$ cat src/rtl/control_sequencer.sv
// control_sequencer: multi-cycle control FSM for the JZJCoreF datapath.
// Sequences fetch/execute and memory handshakes, retires instructions, and
// latches a sticky halt cause.
// Ports:
//   clock, reset (async, active-low)
//   opcode, funct3, sysImm0        current instruction fields
//   errFlags[NUM_ERR]              datapath error flags
//   memAck / memReq, memWrite      memory controller handshake
//   rdWriteEnable, rdSource        register file write control
//   pcWriteEnable, fetchNext       PC control
//   retired, instret               retire pulse and registered count
//   halted, haltCause              registered halt status / sticky cause
module control_sequencer #(
  parameter int unsigned NUM_ERR       = 4,
  parameter int unsigned MIN_WAIT      = 1,
  parameter int unsigned MEM_TIMEOUT   = 15,
  parameter int unsigned SW_FAST       = 1,
  parameter int unsigned HALT_ON_ECALL = 1,
  parameter int unsigned INSTRET_W     = 32
) (
  input  logic                 clock,
  input  logic                 reset,
  input  logic [6:0]           opcode,
  input  logic [2:0]           funct3,
  input  logic                 sysImm0,
  input  logic [NUM_ERR-1:0]   errFlags,
  input  logic                 memAck,
  output logic                 memReq,
  output logic                 memWrite,
  output logic                 rdWriteEnable,
  output logic [1:0]           rdSource,
  output logic                 pcWriteEnable,
  output logic                 fetchNext,
  output logic                 retired,
  output logic [INSTRET_W-1:0] instret,
  output logic                 halted,
  output logic [3:0]           haltCause
);

  localparam logic [2:0] StResetWait = 3'd0;
  localparam logic [2:0] StInitFetch = 3'd1;
  localparam logic [2:0] StFetchExec = 3'd2;
  localparam logic [2:0] StMemWait   = 3'd3;
  localparam logic [2:0] StHalt      = 3'd4;

  localparam logic [6:0] OpLui    = 7'b0110111;
  localparam logic [6:0] OpAuipc  = 7'b0010111;
  localparam logic [6:0] OpJal    = 7'b1101111;
  localparam logic [6:0] OpJalr   = 7'b1100111;
  localparam logic [6:0] OpBranch = 7'b1100011;
  localparam logic [6:0] OpLoad   = 7'b0000011;
  localparam logic [6:0] OpStore  = 7'b0100011;
  localparam logic [6:0] OpImm    = 7'b0010011;
  localparam logic [6:0] OpReg    = 7'b0110011;
  localparam logic [6:0] OpFence  = 7'b0001111;
  localparam logic [6:0] OpSystem = 7'b1110011;

  localparam int unsigned CntW = 16;
  localparam logic [CntW-1:0] MinWaitM1 = CntW'(MIN_WAIT - 1);
  // Only meaningful when MEM_TIMEOUT != 0; the compare is gated on that.
  localparam logic [CntW-1:0] TimeoutM1 = CntW'(MEM_TIMEOUT - 1);

  logic [2:0]           state_q, state_d;
  logic [CntW-1:0]      wait_cnt_q, wait_cnt_d;
  logic                 store_q, store_d;
  logic [INSTRET_W-1:0] instret_q;
  logic                 halted_q;
  logic [3:0]           halt_cause_q;

  logic                 halt_now;
  logic [3:0]           halt_cause_now;

  // Instruction decode
  logic       dec_single, dec_mem, dec_store, dec_rd_we;
  logic [1:0] dec_src;
  logic [3:0] dec_cause;  // non-zero: this instruction halts the core

  always_comb begin
    dec_single = 1'b0;
    dec_mem    = 1'b0;
    dec_store  = 1'b0;
    dec_rd_we  = 1'b0;
    dec_src    = 2'd0;
    dec_cause  = 4'd0;
    unique case (opcode)
      OpLui, OpAuipc: begin dec_single = 1'b1; dec_rd_we = 1'b1; dec_src = 2'd1; end
      OpJal, OpJalr:  begin dec_single = 1'b1; dec_rd_we = 1'b1; dec_src = 2'd2; end
      OpImm, OpReg:   begin dec_single = 1'b1; dec_rd_we = 1'b1; dec_src = 2'd0; end
      OpBranch, OpFence: dec_single = 1'b1;
      OpLoad:  dec_mem = 1'b1;
      OpStore: begin dec_mem = 1'b1; dec_store = 1'b1; end
      OpSystem: begin
        if (funct3 != 3'b000)      dec_cause = 4'd1;
        else if (sysImm0)          dec_cause = 4'd2;
        else if (HALT_ON_ECALL != 0) dec_cause = 4'd3;
        else                       dec_single = 1'b1;
      end
      default: dec_cause = 4'd1;
    endcase
  end

  // Lowest-index asserted error flag wins.
  logic [3:0] err_cause;
  logic       err_any;
  always_comb begin
    err_cause = 4'd0;
    for (int i = int'(NUM_ERR) - 1; i >= 0; i--) begin
      if (errFlags[i]) err_cause = 4'(8 + i);
    end
    err_any = |errFlags;
  end

  always_comb begin
    state_d        = state_q;
    wait_cnt_d     = wait_cnt_q;
    store_d        = store_q;
    halt_now       = 1'b0;
    halt_cause_now = halt_cause_q;
    memReq         = 1'b0;
    memWrite       = 1'b0;
    rdWriteEnable  = 1'b0;
    rdSource       = 2'd0;
    pcWriteEnable  = 1'b0;
    fetchNext      = 1'b0;
    retired        = 1'b0;
    case (state_q)
      StResetWait: state_d = StInitFetch;
      StInitFetch: state_d = StFetchExec;
      StFetchExec: begin
        if (err_any) begin
          halt_now = 1'b1; halt_cause_now = err_cause;
        end else if (dec_cause != 4'd0) begin
          halt_now = 1'b1; halt_cause_now = dec_cause;
        end else if (dec_single) begin
          pcWriteEnable = 1'b1;
          fetchNext     = 1'b1;
          retired       = 1'b1;
          rdWriteEnable = dec_rd_we;
          rdSource      = dec_src;
        end else if (dec_mem) begin
          memReq   = 1'b1;
          memWrite = dec_store;
          if (dec_store && funct3 == 3'b010 && SW_FAST != 0) begin
            // Fire-and-forget store: retires now, memAck is not awaited.
            pcWriteEnable = 1'b1;
            fetchNext     = 1'b1;
            retired       = 1'b1;
          end else begin
            wait_cnt_d = '0;
            store_d    = dec_store;
            state_d    = StMemWait;
          end
        end
      end
      StMemWait: begin
        memReq   = 1'b1;
        memWrite = store_q;
        if (err_any) begin
          halt_now = 1'b1; halt_cause_now = err_cause;
        end else if (memAck && wait_cnt_q >= MinWaitM1) begin
          pcWriteEnable = 1'b1;
          fetchNext     = 1'b1;
          retired       = 1'b1;
          rdWriteEnable = !store_q;
          rdSource      = store_q ? 2'd0 : 2'd3;
          state_d       = StFetchExec;
        end else if (MEM_TIMEOUT != 0 && wait_cnt_q == TimeoutM1) begin
          halt_now = 1'b1; halt_cause_now = 4'd4;
        end else if (wait_cnt_q != '1) begin
          wait_cnt_d = wait_cnt_q + CntW'(1);
        end
      end
      StHalt: ;
      default: begin
        halt_now = 1'b1; halt_cause_now = 4'd5;
      end
    endcase
    if (halt_now) state_d = StHalt;
  end

  always_ff @(posedge clock or negedge reset) begin
    if (!reset) begin
      state_q      <= StResetWait;
      wait_cnt_q   <= '0;
      store_q      <= 1'b0;
      instret_q    <= '0;
      halted_q     <= 1'b0;
      halt_cause_q <= 4'd0;
    end else begin
      state_q    <= state_d;
      wait_cnt_q <= wait_cnt_d;
      store_q    <= store_d;
      if (retired) instret_q <= instret_q + INSTRET_W'(1);
      if (halt_now) begin
        halted_q     <= 1'b1;
        halt_cause_q <= halt_cause_now;
      end
    end
  end

  assign instret   = instret_q;
  assign halted    = halted_q;
  assign haltCause = halt_cause_q;

endmodule

$ cat config.mk
export PLATFORM = sky130hd
export DESIGN_NAME = control_sequencer
export DESIGN_NICKNAME = d
export VERILOG_FILES = /design/src/rtl/control_sequencer.sv
export SDC_FILE = /design/constraint.sdc
export NUM_CORES = 1
export LEC_CHECK = 0
export CAP_MARGIN = 20
export CORE_MARGIN = 4
export CORE_UTILIZATION = 35
export DETAILED_ROUTE_END_ITERATION = 12
export GPL_ROUTABILITY_DRIVEN = 0
export GPL_TIMING_DRIVEN = 0
export PLACE_DENSITY = 0.61
export SYNTH_ARGS = -nofsm -noshare
export SYNTH_HDL_FRONTEND = slang
export SYNTH_SLANG_ARGS = --single-unit
export TNS_END_PERCENT = 100
$ cat constraint.sdc
create_clock -name clock -period 3.65 [get_ports clock]
set_input_delay 0.365 -clock clock [delete_from_list [all_inputs] [get_ports clock]]
set_output_delay 0.365 -clock clock [all_outputs]
set_load 0.01 [all_outputs]
After elaboration in Yosys (flattened, before gate mapping)
Index checks and enable logic that the tools add are counted.

cells by class
  $add $sub $neg = 2
  $lt $le $gt $ge = 1
  eq/ne operators = 37
  mux-type cells = 74
  bitwise logic cells = 5
  reduce and logical (&&, ||, !) cells = 20

operators by type and width
  cell                   count
  $mux 16                9
  $mux 4                 9
  $add 32x1->32 const B  1
  $pmux 16 s2            1
  $mux 1                 30
  $ne 3x3->1 const B     10
  $eq 7x7->1 const B     4
  $mux 3                 8
  $eq 7x6->1 const B     3
  $ne 2x2->1 const B     9
  $add 16x1->16 const B  1
  $eq 16x4->1 const B    1
  $ge 16x1->1 const B    1
  $ne 16x16->1 const B   1
  $eq 7x5->1 const B     2
  $mux 2                 7
  $pmux 2 s2             3
  $pmux 3 s4             1
  $pmux 4 s3             1
  $reduce_and 10->1      1
  $reduce_or 10->1       1
  $eq 3x2->1 const B     3
  $pmux 1 s2             4
  $reduce_and 8->1       1
  other kinds (20)       27

storage, ports and cells
  flip-flop bits (word level) = 57
  bits of input ports = 18
  output and inout bits = 45
  logic and storage cells = 145

Longest topological paths before layout
Gate-level depths: netlist (run 1).

  depth in word-level cells = 10
  gate-level depth with buffers = 8
  depth with buffers taken out = 7

Worst setup path after synthesis (run 1)
OpenSTA, ideal clock, no wires.

  path type = input-to-output
  from = input opcode[3]
  to = output pcWriteEnable
  arrival time = 1.727 ns
  data required time = 3.285 ns
  slack = 1.558 ns
  stages on the path = 6
  buffers on the path = 2
  cell sequence = buf_2 -> nor3_1 -> nand2_1 -> o2111a_1 -> nor3_2 -> buf_4

between the ends
  cells in the longest elaborated chain, start to end = 9
  elaborated cells on any way between the ends = 26
  classes of those cells = eq/ne (11); mux (10); reduce/logical (5)

ends and longest elaborated chain
  what                                                      line  text
  start: declaration                                        23    input logic [6:0] opcode,
  branches (longest 6 deep; another with $reduce_or 10->1)  --
  $mux 1 (*) (2 in a row)                                   --
  $pmux 1 s2 (*)                                            --
  end: declaration                                          32    output logic pcWriteEnable,

Mark *: on every way between the ends.

Worst setup path after layout (run 1)
  from = input errFlags[0]
  to = output retired

between the ends
  cells in the longest elaborated chain, start to end = 3
  elaborated cells on any way between the ends = 4
  classes of those cells = mux (3); reduce/logical (1)

ends and longest elaborated chain
  what                       line      text
  start: declaration         26        input logic [NUM_ERR-1:0] errFlags,
  $reduce_or 4->1 (*)        110       err_any = |errFlags;
  $mux 1 (on tied branches)  158, 130
  $pmux 1 s2 (*)             126       case (state_q)
  end: declaration           34        output logic retired,

Every way passes the cells marked *; elsewhere a longest branch is shown, timed or not.

==> results of run 1 <==
==> cell usage after synthesis, drive strengths merged, types with 5 or more instances <==
cell type,count,area share (%)
dfrtp,57,41
nand2,42,4.5
nand3,29,4.3
xor2,27,6.8
nand4,21,3.8
nor3,21,3.3
nor4,20,4.2
buf,17,2.8
nor2,11,1.2
o21ai,10,1.4
a21oi,9,1.3
inv,8,0.87
or4,8,1.9
and3,7,1.3
and2,6,1.1
clkbuf,5,0.54
or3,5,0.90
==> logic make-up (layout without fill, tap and decap cells) <==
kind of cell | after synthesis | count (layout) | synth area share [%]
XOR/XNOR | 31 | 31 | 7.83
AND/OR/NAND/NOR | 201 | 201 | 34.1
flip-flops | 57 | 57 | 41.1
multiplexers | 3 | 3 | 0.902
AO/OA/AOI/OAI | 51 | 51 | 10.8
buffers and inverters | 30 | 107 | 4.22
adder cells (fa/ha/maj) | 3 | 3 | 1.08
==> power by group <==
group | leakage (nW) | switching, mW | total, mW | internal (mW)
clock | 0.0953 | 0.273 | 0.604 | 0.332
sequential | 0.747 | 0.00113 | 0.634 | 0.632
combinational | 0.971 | 0.0395 | 0.0690 | 0.0295
total | 1.81 | 0.313 | 1.31 | 0.994
==> worst reg2reg max path, delay by kind of cell (launching register included) <==
kind	cells	cell delay, ns
fa+ha+maj	1	0.20
simple gates	5	1.48
buf+inv	1	0.08
flops	1	0.42
==> flip-flops by register name (all words and copies together) (netlist names) <==
| name | count |
|---|---|
| halted | 1 |
| haltCause | 4 |
| store_q | 1 |
| instret | 32 |
| state_q | 3 |
| wait_cnt_q | 16 |
==> layout by cell type, fill, tap and decap left out, types with 9 or more instances in the layout <==
| cell type | synthesis | final |
|---|---|---|
| sky130_fd_sc_hd__a21oi_1 | 9 | 9 |
| sky130_fd_sc_hd__buf_2 | 12 | 13 |
| sky130_fd_sc_hd__clkbuf_8 | 0 | 10 |
| sky130_fd_sc_hd__clkdlybuf4s50_1 | 0 | 59 |
| sky130_fd_sc_hd__dfrtp_1 | 57 | 57 |
| sky130_fd_sc_hd__nand2_1 | 42 | 42 |
| sky130_fd_sc_hd__nand3_1 | 28 | 28 |
| sky130_fd_sc_hd__nand4_1 | 21 | 21 |
| sky130_fd_sc_hd__nor2_1 | 11 | 11 |
| sky130_fd_sc_hd__nor3_1 | 19 | 19 |
| sky130_fd_sc_hd__nor4_1 | 18 | 18 |
| sky130_fd_sc_hd__o21ai_0 | 10 | 10 |
| sky130_fd_sc_hd__xor2_1 | 27 | 27 |
==> final cells by class <==
type,instances,share of cell area [%]
buffer,22,2.62
clock inverter,5,1.24
tap,133,3.74
timing repair buffer,61,13.8
inverter,8,0.675
clock buffer,11,3.18
multi-input combinational,289,42.6
sequential,57,32.1
==> per-layer routing <==
metal	up-vias	track usage, %	share of wire (%)
met3	15	2.88	5.1
met1	1566	22.6	47
met2	93	26.2	46
met4	0	7.12	1.8
li1	1572	-	-
met5	-	0	0
==> worst max-delay path by stage <==
stage	startpoint	end	slack, ns	depth (start not counted)
2_1_floorplan	opcode[3]	pcWriteEnable	1.56	6
3_3_place_gp	reset	haltCause[1]	0.30	1
3_5_place_dp	errFlags[0]	retired	0.38	8
4_1_cts	errFlags[0]	retired	0.37	8
5_1_grt	errFlags[0]	pcWriteEnable	0.25	8
6_report	errFlags[0]	retired	0.41	8
==> reports/results.txt, run 1 <==
The flow ran to the end, and the final reports show no timing, DRC or antenna violations. Walking the worst path, the cells encountered are clkdlybuf4s50_1 -> nor4_4 -> buf_4 -> nand4_1 -> o2111a_1 -> nor3_2 -> buf_4 -> clkdlybuf4s50_1. TritonCTS built the clock tree. Max-cap violations in this run came to 0. The depth of the CTS H-tree is 3. The detailed router placed 3246 vias in this run.

Design area: 0.00445 mm². For the number of endpoints with negative hold slack in the final report, the log shows 0. Clock tree synthesis inserted a total of 9 buffers. The worst setup path is of the in -> out kind. Relative to the synthesized area, the layout overhead comes to 28.2%.

In this run the mean area of a mapped cell was 9.22 µm². After floorplanning, the core was sized to cover 0.00973 mm². After detailed routing, the number of vias per cell comes to 5.54. The buffer count from post-CTS setup fixing was 0; the data arrival time at the worst-slack endpoint was 2.87 ns. The worst path uses 88.7% of the clock period.

Setup repair after global routing left no endpoint under its margin. The placement row count was 36. The worst-case IR drop observed on VDD is 139 µV. Based on the critical path, the design can be clocked at up to 0.309 GHz. Later-pin clock latency in the skew report: 0.34 ns.

The logs give 0.376 ns for the worst setup slack after placement and 32 for the largest net degree at the start of global routing. In this run, post-CTS hold repair placed 0 buffers. The run gives 0.412 ns as the least setup slack across all paths after layout. Hold is met by 0.0432 ns. For the pin with the worst max-slew slack, the measured transition is 0.633 ns.

For this run, design rule violations remaining after detail routing come to 0. The first TritonRoute pass finished after 5 iterations. The post-CTS clock slew at the launch and capture registers of the worst setup and hold paths is 0.07 ns.

The tools report the worst reg2reg path startpoint as wait_cnt_q[0]. The maximum number of buffers from clock root to sink came out at 2. Among all stages on the critical path, the largest delay is contributed by sky130_fd_sc_hd__clkdlybuf4s50_1. Once placement finished, the instance area stood at 0.00425 mm². The wire length of the first global-routing pass is 15700 µm, and the height of the die is 108 µm. The tools report the terminus of the critical flop-to-flop path as wait_cnt_q[7].

The starting density of the core was 35.6%. For the worst setup path, the data required time is 3.28 ns. Wires add up to 9260 µm. The number of synthesized register bits is 57, and the delay of the slowest cell on the worst path is 0.52 ns. For the final global-route overflow total, the log shows 0. The gate family responsible for the most delay along the worst path was buffers and inverters.

In this run, post-CTS repair resized a total of 0 instances. The tools report the cell count after placement as 570. The tree is rooted in a sky130_fd_sc_hd__clkbuf_8. The run gives 57.8% as the relative slew slack. Once detail routing completed, the nets flagged for antenna violations numbered 0.

The worst hold path belongs to the class in -> async. The most used flip-flop cell after synthesis is sky130_fd_sc_hd__dfrtp_1. For this block, the initial DRC count from the detailed router was 180. The run gives 45.7% as the utilization of the core after routing.

Of all nets on the critical path, the largest fanout is 10. Summed instance area of the synthesized netlist: 0.00347 mm². Setup violations remaining at the end of the flow were counted as 0. The number of antenna diodes in the final layout is 0. Summing the sequential cell areas from Yosys gives 41.1% of the chip area.

The total buffers and inverters traversed by the critical path was 4. The total negative slack for setup checks was 0 ns. The die is 108 µm wide. The number of antenna violations at the first check in global routing was 0.

Number of enable-type register cells in the synthesized netlist: 0. The total number of yosys warnings was 0; the worst reg2reg path depth was 7. The worst-case register-to-register setup slack was 1.41 ns.

STA classifies the critical path startpoint as a primary input. The number of buffers inserted by port buffering came out at 60. Layout cell share with drive strength beyond 1: 10.6%.

Once detailed placement completed, the half-perimeter wirelength came to 6780 µm. The logs give 376 for the number of instances in the synthesized netlist and 0.00190 mm² for the area occupied by multi-input gates. For this run, the total global-route usage over all layers was measured as 16.7%. For the final database, setup skew stands at 0.0130 ns.

In this run the static leakage power is 1.81 nW. Across the whole layout, storage elements account for 0.00143 mm². Subtracting the final worst setup slack from the clock period gives 3.24 ns. The run gives 59 as the number of distinct standard cells referenced by the synthesized netlist. Clock tree synthesis found a total of 57 sinks.

The max-slew violation count was 0. The number of I/O pins was 63; the via count of the first global-routing pass was 3180. The number of nets handed over by synthesis was 397.

After the flow finishes, the layout carries non-filler instances totaling 586. Final routed wire length divided by cell count: 15.8 µm. The capturing element type of the critical path was a primary output. The layout filler cell count was 990; the total chip power was 1.31 mW. The total number of nets in the final design was 469; the power per cell area was 294 mW/mm².

Counting flops with an async set or reset pin after synthesis yields a share of 100%. The die covers 0.0116 mm².
Note: power is estimated with default switching activity, not from simulation.
==> inputs of run 2 (changes only) <==
--- a/config.mk
+++ b/config.mk
@@ -7,11 +7,12 @@
 export LEC_CHECK = 0
 export CAP_MARGIN = 20
 export CORE_MARGIN = 4
-export CORE_UTILIZATION = 35
+export CORE_UTILIZATION = 48
 export DETAILED_ROUTE_END_ITERATION = 12
 export GPL_ROUTABILITY_DRIVEN = 0
 export GPL_TIMING_DRIVEN = 0
-export PLACE_DENSITY = 0.61
+export PLACE_DENSITY = 0.78
+export SKIP_LAST_GASP = 1
 export SYNTH_ARGS = -nofsm -noshare
 export SYNTH_HDL_FRONTEND = slang
 export SYNTH_SLANG_ARGS = --single-unit
==> run 2 against run 1 <==
Effect of this change: maximum frequency about the same; first-iteration DRC count increased by 13%; critical path depth unchanged; final cell count decreased by 6.3%; hold slack got worse by 0.038 ns; die area decreased by 25%; combinational power increased by 2%; wire length decreased by 1.4%; global-route usage increased by 5.1 points.
==> reports/results.txt, run 2 (same netlist as run 1, synthesis figures left out) <==
Worst setup path category: in -> out (unchanged). The clock skew after layout is 0.00927 ns (was 0.0130 ns), and the antenna diode count is 0 (unchanged). The tools report the total negative slack for setup checks as 0 ns (unchanged). The most common library cell in the layout ignoring fill and taps is sky130_fd_sc_hd__clkdlybuf4s50_1 (unchanged). The number of clock sinks came out at 57 (unchanged).

The final routed wire length divided by cell count was 16.6 µm (was 15.8 µm). For the final cell count without fillers, the log shows 549 (was 586). The run gives 3.28 ns (about the same) as the endpoint required time on the critical path. The placeable core region came out at 0.00691 mm² (was 0.00973 mm²). The worst ir drop on vdd was 211 µV (was 139 µV); the length of the first detailed-routing pass in iterations was 5 (unchanged). The die boundary width is 93.0 µm (was 108 µm), and the maximum operating frequency is 0.309 GHz (about the same). The via count of the first global-routing pass was 3253 (was 3180); the number of flip-flops in the largest register was 32 (unchanged).

The tools report the depth of the CTS H-tree as 3 (unchanged). The maximum number of buffers from clock root to sink is 2 (unchanged), and the layout cell share with drive strength beyond 1 is 10.8% (was 10.6%). The area growth from synthesis to final layout was 27.5% (was 28.2%).

Most used cells in the layout excluding fill and tap cells: sky130_fd_sc_hd__clkdlybuf4s50_1 (59), sky130_fd_sc_hd__dfrtp_1 (57), sky130_fd_sc_hd__nand2_1 (42) (unchanged). The logs give 15600 µm (was 15700 µm) for the wire length of the first global-routing pass and 0 (unchanged) for the max capacitance violation total. Post-CTS clock slew at the launch and capture registers of the worst setup and hold paths: 0.07 ns (about the same). TritonCTS built the clock tree. The tools report the sort of element at the start of the critical path as a primary input (unchanged). The logs give 21.8% (was 16.7%) for the total global routing track utilization and 50.2% (was 35.6%) for the starting density of the core. Worst setup slack after placement: 0.378 ns (was 0.376 ns).

The max-slew violation count is 0 (unchanged), and the power per cell area is 309 mW/mm² (was 294 mW/mm²). The run gives 0 (unchanged) as the number of endpoints with negative hold slack in the final report. The tools report the number of I/O pins as 63 (unchanged). The number of antenna violations at the first check in global routing came out at 0 (unchanged). The detailed-route wire length is 9130 µm (was 9260 µm). For the hold-fix buffer count after cts, the log shows 0 (unchanged). The number of gates resized after cts was 0 (unchanged). The tools report the initial DRC count as 203 (was 180). The total number of vias was 3341 (was 3246); the final global-route overflow total was 0 (unchanged). The number of buffers inserted by port buffering was 60 (unchanged). The tools report the clock tree root driver cell as sky130_fd_sc_hd__clkbuf_8 (unchanged). The largest net degree at the start of global routing came out at 37 (was 32). The total clock buffers created by CTS is 9 (unchanged), and the half-perimeter wire length of the detailed placement result is 6720 µm (was 6780 µm).

The number of remaining DRC errors was 0 (unchanged); the final period demand of the worst path was 3.23 ns (was 3.24 ns). The flow ran to the end, and the final reports show no timing, DRC or antenna violations. Later-pin clock latency in the skew report: 0.34 ns (about the same). The tools report the cell count after placement as 533 (was 570).

For the number of antenna-violating nets in the routed design, the log shows 0 (unchanged). The path class of the lowest-slack min-delay path is in -> async (unchanged). The fraction of the cycle the final worst path needs was 88.6% (was 88.7%).

The static leakage was 1.82 nW (was 1.81 nW). The placement row count is 30 (was 36). The final-report setup violation count was 0 (unchanged). Setup repair after global routing left no endpoint under its margin. The tools report the capturing element type of the critical path as a primary output (unchanged).

The least setup slack across all paths after layout is 0.415 ns (was 0.412 ns), and the area of the die is 0.00865 mm² (was 0.0116 mm²). The detailed-route vias per instance is 6.09 (was 5.54). The logs give 2.87 ns (about the same) for the data arrival time at the worst-slack endpoint and 0 (unchanged) for the buffer count from post-CTS setup fixing. The maximum fanout count along the critical path was 10 (unchanged); the total number of nets in the final design was 469 (unchanged).

Relative slew slack: 64.3% (was 57.8%). The height of the die came out at 93.0 µm (was 108 µm). The transition time of the tightest slew-check pin was 0.535 ns (was 0.633 ns).
[run 2: cell types whose count changed in the layout (fill, tap and decap cells not counted), sizes merged]
cell and change:
inv +1, bufinv +1, clkbuf -2
[run 2: metal layers]
metal	GRT usage [%]	wire length [µm]	vias up
met1	30.5	4150	1626
met4	6.47	105	0
met5	0	0	-
met3	3.94	546	12
li1	-	-	1574
met2	34.7	4320	129
[run 2: stage by stage]
step | utilization [%] | hold WS, ns | power, mW | area (µm²)
after floorplan | - | 0.0694 | 0.672 | 3470
after global placement | 60.7 | 0.459 | 0.712 | 4190
after detailed placement | 60.9 | 0.375 | 0.716 | 4200
after CTS | 64.0 | 0.0191 | 1.37 | 4420
after global routing | 64.0 | 0.0498 | 1.41 | 4420
final | 64.0 | 0.00515 | 1.36 | 4420
[run 2: final cells by class]
| type | instances | area, µm² |
|---|---|---|
| Fill cell | 597 | 2480 |
| Clock inverter | 7 | 93.8 |
| Multi-Input combinational cell | 289 | 1900 |
| Tap cell | 96 | 120 |
| Inverter | 8 | 30.0 |
| Sequential cell | 57 | 1430 |
| Buffer | 22 | 116 |
| Clock buffer | 9 | 124 |
| Timing Repair Buffer | 61 | 616 |
[run 2: path summary, 6_finish.rpt]
check / slack [ns] / startpoint / cells after the start / endpoint
worst max register to register: 1.35 / wait_cnt_q[0] / 7 / haltCause[1]
min in group clock: 0.49 / instret[31] / 1 / instret[31]
worst min register to register: 0.49 / instret[31] / 1 / instret[31]
worst min-delay path: 0.005 / reset / 1 / wait_cnt_q[3]
worst max-delay path: 0.42 / errFlags[0] / 8 / retired
max in group asynchronous: 3.06 / reset / 2 / instret[18]
[run 2: report_power, final]
group / switching [mW] / total, mW / internal, mW
registers: 0.00126 / 0.634 / 0.632
clock network: 0.277 / 0.660 / 0.384
logic: 0.0405 / 0.0701 / 0.0295
[run 2: critical path: stages]
cell and delay [ns]:
sky130_fd_sc_hd__clkdlybuf4s50_1 0.49, sky130_fd_sc_hd__nor4_4 0.37, sky130_fd_sc_hd__buf_4 0.23, sky130_fd_sc_hd__nand4_1 0.11, sky130_fd_sc_hd__o2111a_1 0.22, sky130_fd_sc_hd__nor3_2 0.39, sky130_fd_sc_hd__buf_4 0.18, sky130_fd_sc_hd__clkdlybuf4s50_1 0.53
==> inputs of run 3 (changes only) <==
--- a/config.mk
+++ b/config.mk
@@ -5,6 +5,7 @@
 export SDC_FILE = /design/constraint.sdc
 export NUM_CORES = 1
 export LEC_CHECK = 0
+export ABC_CLOCK_PERIOD_IN_PS = 3650
 export CAP_MARGIN = 20
 export CORE_MARGIN = 4
 export CORE_UTILIZATION = 48
==> results of run 3 <==
The final DEF is identical to that of run 2; final timing and power are the same.
